[config.mk]
export PLATFORM = sky130hd
export DESIGN_NAME = flex_down_counter
export DESIGN_NICKNAME = d
export VERILOG_FILES = /design/src/rtl/flex_cnt_pkg.sv /design/src/rtl/flex_down_counter.sv
export SDC_FILE = /design/constraint.sdc
export NUM_CORES = 1
export LEC_CHECK = 0
export ABC_AREA = 0
export BUFFER_PORTS_ARGS = -buffer_cell sky130_fd_sc_hd__buf_2
export CORE_MARGIN = 10
export CORE_UTILIZATION = 41
export CTS_CLUSTER_SIZE = 8
export DETAILED_ROUTE_END_ITERATION = 16
export GPL_ROUTABILITY_DRIVEN = 0
export GPL_TIMING_DRIVEN = 0
export MAX_ROUTING_LAYER = met4
export PLACE_DENSITY_LB_ADDON = 0.25
export SYNTH_ARGS = -nofsm -noshare
export SYNTH_HDL_FRONTEND = slang
export SYNTH_SLANG_ARGS = --single-unit
[constraint.sdc]
create_clock -name clk -period 1.9 [get_ports clk]
set_clock_uncertainty 0.05 [all_clocks]
set_input_delay 0.19 -clock clk [delete_from_list [all_inputs] [get_ports clk]]
set_output_delay 0.19 -clock clk [all_outputs]
set_load 0.02 [all_outputs]
[src/rtl/flex_cnt_pkg.sv]
// rtl/flex_cnt_pkg.sv - shared state type and reset constant for the flex counters
package flex_cnt_pkg;

    typedef enum logic [1:0] {
        IDLE = 2'd0,
        RUN  = 2'd1,
        DONE = 2'd2
    } fdc_state_t;

    localparam int FDC_RST_COUNT = '0;

endpackage

[src/rtl/flex_down_counter.sv]
// rtl/flex_down_counter.sv - loadable one-shot/auto-reload down counter with terminal-count flag
// Optional half_flag output is enabled by defining FLEX_DOWN_COUNTER_HALF_EN.
module flex_down_counter
    import flex_cnt_pkg::*;
#(
    parameter int NUM_CNT_BITS = 4
) (
    input  logic                    clk,
    input  logic                    n_rst,
    input  logic                    clear,
    input  logic                    start,
    input  logic                    count_enable,
    input  logic                    reload_mode,
    input  logic [NUM_CNT_BITS-1:0] load_val,
    output logic [NUM_CNT_BITS-1:0] count_out,
`ifdef FLEX_DOWN_COUNTER_HALF_EN
    output logic                    half_flag,
`endif
    output logic                    zero_flag,
    output logic                    busy
);

    localparam logic [NUM_CNT_BITS-1:0] RST_COUNT = NUM_CNT_BITS'(FDC_RST_COUNT);
    localparam logic [NUM_CNT_BITS-1:0] ONE       = NUM_CNT_BITS'(1);

    fdc_state_t              state_q, state_d;
    logic [NUM_CNT_BITS-1:0] count_q, count_d;
    logic [NUM_CNT_BITS-1:0] load_q,  load_d;
    logic                    zero_q,  zero_d;

    always_comb begin
        state_d = state_q;
        count_d = count_q;
        load_d  = load_q;
        zero_d  = zero_q;

        if (clear) begin
            state_d = IDLE;
            count_d = RST_COUNT;
            zero_d  = 1'b0;
        end else if (start) begin
            if (load_val != RST_COUNT) begin
                load_d  = load_val;
                count_d = load_val;
                zero_d  = 1'b0;
                state_d = RUN;
            end else begin
                count_d = RST_COUNT;
                zero_d  = 1'b1;
                state_d = DONE;
            end
        end else begin
            case (state_q)
                RUN: begin
                    if (count_enable) begin
                        if (count_q > ONE) begin
                            count_d = count_q - ONE;
                        end else if (count_q == ONE) begin
                            count_d = RST_COUNT;
                            zero_d  = 1'b1;
                        end else if (reload_mode) begin
                            count_d = load_q;
                            zero_d  = 1'b0;
                        end else begin
                            state_d = DONE;
                            count_d = RST_COUNT;
                            zero_d  = 1'b1;
                        end
                    end
                end
                DONE: begin
                    count_d = RST_COUNT;
                    zero_d  = 1'b1;
                end
                default: begin
                    state_d = IDLE;
                    count_d = RST_COUNT;
                    zero_d  = 1'b0;
                end
            endcase
        end
    end

    always_ff @(posedge clk or negedge n_rst) begin
        if (!n_rst) begin
            state_q <= IDLE;
            count_q <= RST_COUNT;
            load_q  <= RST_COUNT;
            zero_q  <= 1'b0;
        end else begin
            state_q <= state_d;
            count_q <= count_d;
            load_q  <= load_d;
            zero_q  <= zero_d;
        end
    end

`ifdef FLEX_DOWN_COUNTER_HALF_EN
    logic half_q, half_d;

    // A fresh start always loads count above load>>1, so this also covers the clear-on-start case.
    always_comb begin
        half_d = (state_d == RUN) && (count_d <= (load_d >> 1));
    end

    always_ff @(posedge clk or negedge n_rst) begin
        if (!n_rst) begin
            half_q <= 1'b0;
        end else begin
            half_q <= half_d;
        end
    end

    assign half_flag = half_q;
`endif

    assign count_out = count_q;
    assign zero_flag = zero_q;
    assign busy      = (state_q == RUN);

endmodule

==> reports/metrics.sh <==
RUN_STATUS='completed'
TIMING.SLEW.HEADROOM_PCT=78.6
PATH_CLK_SLEW_NS=0.07
TIMING.SETUP.TNS_NS=0
MIN_PERIOD_NS=1.65
NETS=108
MOSTFREQUENTLAYOUTCELLS='sky130_fd_sc_hd__buf_2, sky130_fd_sc_hd__dfrtp_1, sky130_fd_sc_hd__nand2_1'
POWER_DENSITY_nW_PER_UM2=646
SYNTHDOMINANTAREACELLTYPE='sky130_fd_sc_hd__dfrtp_1'
R2R_START='count_out[1]'
POSTCTSSETUPBUFFERS=0
RR_WORST_DEPTH=6
NUM_ROWS=15
YS_TYPES=33
YS_SEQ_AREA_SHARE_PCT=38.1
ARRIVAL_NS=1.79
HPWL_DP_MM=1.30
DRT_WL_TOTAL_MM=1.67
POSTSYNTHAREAPERCELL_SQ_UM=9.77
SYNTH.CELL_AREA_SQ_UM=723
FINAL_COMMON_CELL='sky130_fd_sc_hd__buf_2'
SYN_NETS=88
GRT_PASS1_VIAS=637
PATH_MAX_FANOUT=7
CHIPWIDTH_UM=62
FILLCELLCOUNT=180
WORSTSETUPPATHTYPE='reg -> reg'
MAX_SLEW_VIO_COUNT=0
INSERTION_DELAY_NS=0.27
UTILIZATION_AFTER_LAYOUT_PCT=50.5
TIMING.CRITICAL_PATH.FROM_TYPE='register'
IRDROPWORSTVDD_mV=0.473
RSZ_0062_RAISED_AFTER_GLOBAL_ROUTING='no'
P_COMB_SHARE_PCT=23.4
CLOCK_PATH_BUFFERS=2
DRIVE_GT1_SHARE_PCT=28.0
HOLDCRITPATHCLASS='in -> reg'
COREAREA_SQ_UM=1710
CTS_TREE='yes'
CTS-BUFFERS-INSERTED=3
DIE_H_UM=62
WORST-SLEW-PIN-TRANSITION_NS=0.318
POST_DRT_WL_PER_CELL_UM=14.2
SYNTH_LARGEST_TYPE_AREA_FRACTION_PCT=38.1
POWER.INTERNAL_W=0.000391
YS.WARNINGS.COUNT=0
SETUP_SLACK_NS=0.249
FF2FF_SETUP_SLACK_NS=0.25
POWER.LEAKAGE_nW=0.396
FIN_TOTAL_PWR_W=0.000557
NETSW_W=0.000166
ANTENNA_FOUND_INITIAL=0
NUM_ANTENNA_CELLS=0
TIMING.RR.END='state_q[1]'
PLACED_CELLS=113
ROOT_BUFFER='sky130_fd_sc_hd__clkbuf_4'
MAXCAPVIOLCOUNT=0
GLOBAL_ROUTE.USAGE.TOTAL_PCT=9.98
POWER_SWITCHING_SHARE_PCT=29.8
TYPE_OF_DESTINATION_OF_THE_CRITICAL_PATH='register'
FINALSETUPVIOLCOUNT=0
FINALHOLDVIOLCOUNT=0
SYN_INST=74
DETAILEDROUTE.FIRSTITERATIONVIOLATIONS=31
PLACEMENT.IO_BUFFERS=14
NETLIST_TOP_CELLS_AREA='sky130_fd_sc_hd__dfrtp_1, sky130_fd_sc_hd__ha_1, sky130_fd_sc_hd__nand2_1, sky130_fd_sc_hd__a21oi_1, sky130_fd_sc_hd__a22oi_1'
HTREE_LEVELS=1
SYN_TO_FINAL_GROWTH_PCT=19.4
WIRE_LENGTH_OF_THE_FIRST_GLOBAL_ROUTING_PASS_MM=2.84
CLOCK_SINK_COUNT=11
PLACE_WORST_SETUP_SLACK_NS=0.239
GRT_MAX_DEGREE=12
GLOBALROUTEOVERFLOWTOTAL=0
CLOCK_POWER_SHARE_PCT=28.6
FIRST_PASS_ITERATION_COUNT_OF_THE_DETAILED_ROUTER=4
WORSTHOLDSTART='load_val[3]'
FINAL_STD_CELLS_W_O_FILL=118
ROUTE.VIAS.TOTAL=628
FINAL.PERIOD_UTILIZATION_PCT=86.9
HOLD-PATH-CELL-COUNT=3
MAXCLOCKFREQUENCY_GHz=0.606
INITIAL_UTILIZATION_PCT=42.3
POSTROUTEANTENNANETS=0
SEQ_CELLS_POST_SYNTH=11
POST-ROUTE-DRC-COUNT=0
TOP_LEVEL_PORTS=16
POWER_FRAC_SEQ_PCT=48.0
ROUTED_VIA_DENSITY=5.32
HOLD_PATH_END='load_q[3]'
CRITPATHREQUIREDTIME_NS=2.04
FLOORPLAN.DIE_AREA_SQ_UM=3840
[flip-flops by register name, summed over array words and instances, names as in the netlist]
register / cells
count_out: 4
load_q: 4
state_q: 2
zero_flag: 1
[stage by stage]
stage	instance area [sq um]	hold slack (ns)
after global placement	825	0.0251
after detailed placement	825	0.0255
after global routing	863	0.126
after CTS	861	0.101
final	863	0.105
after floorplan	723	-0.156
[cells by family (layout without fill, tap and decap cells)]
group / Yosys count / in the layout / share of synthesized area (%)
buf+inv: 7 / 26 / 4.67
mux: 2 / 2 / 3.46
fa+ha+maj: 4 / 4 / 6.92
simple gates: 25 / 25 / 22.1
compound gates: 25 / 25 / 24.7
flops: 11 / 11 / 38.1
[repair_timing]
action | CTS | global route
endpoints found under the setup margin | 0 | 1
hold buffers | 1 | 0
hold endpoints to repair | 11 | 0
resized for setup | 0 | 1
[power groups by stage]
stage	logic (W)	registers, W	clock network [W]
after floorplan	0.0000820	0.000273	0
after global placement	0.000127	0.000271	0
after detailed placement	0.000128	0.000271	0
after CTS	0.000130	0.000267	0.000165
after global routing	0.000147	0.000270	0.000173
final	0.000130	0.000267	0.000159
[cells in the mapped netlist, drive strengths merged]
| cell type | n |
|---|---|
| nor4b | 2 |
| a21boi | 1 |
| dfrtp | 11 |
| nand2b | 2 |
| a2bb2oi | 1 |
| nor4 | 2 |
| a22o | 2 |
| nand3 | 1 |
| and4bb | 1 |
| o21ai | 4 |
| ha | 4 |
| inv | 6 |
| nand2 | 10 |
| buf | 1 |
| mux2i | 1 |
| nor2b | 1 |
| and4b | 1 |
| mux2 | 1 |
| o2bb2ai | 1 |
| a31oi | 1 |
| o31a | 1 |
| a21oi | 6 |
| o32ai | 1 |
| nor3b | 1 |
| o22ai | 2 |
| o211ai | 1 |
| o31ai | 1 |
| nand3b | 1 |
| nor3 | 1 |
| nor2 | 2 |
| a22oi | 3 |
[worst max-delay path, cell delays in order, from the launching register on]
cell and delay [ns]:
sky130_fd_sc_hd__dfrtp_1 0.43, sky130_fd_sc_hd__inv_1 0.08, sky130_fd_sc_hd__ha_1 0.27, sky130_fd_sc_hd__and4bb_1 0.28
sky130_fd_sc_hd__nand2_1 0.05, sky130_fd_sc_hd__a21oi_1 0.20, sky130_fd_sc_hd__a2bb2oi_1 0.20
[worst max path at each step]
stage | startpoint | to | slack, ns | depth (start not counted)
after global routing | count_out[1] | state_q[1] | 0.04 | 6
after global placement | count_out[0] | zero_flag | 0.25 | 5
after detailed placement | count_out[0] | zero_flag | 0.24 | 5
after CTS | count_out[0] | state_q[1] | 0.22 | 6
final | count_out[1] | state_q[1] | 0.25 | 6
after floorplan | count_out[0] | zero_flag | 0.23 | 5
[layout make-up]
type | instances | area [sq um] | area share, %
multi-input combinational | 56 | 417 | 48.3
sequential | 11 | 275 | 31.9
timing repair buffer | 15 | 80.1 | 9.28
tap | 25 | 31.3 | 3.62
clock buffer | 4 | 26.3 | 3.04
inverter | 6 | 22.5 | 2.61
buffer | 1 | 11.3 | 1.30
[per-layer routing]
| layer | track usage [%] | vias up | part of all wire (%) |
|---|---|---|---|
| met4 | 1.91 | 0 | 0.72 |
| met3 | 4.07 | 2 | 9.0 |
| met5 | - | - | 0 |
| met2 | 15.9 | 21 | 44 |
| li1 | - | 315 | - |
| met1 | 11.6 | 290 | 46 |
(Power assumes the default switching activity.)
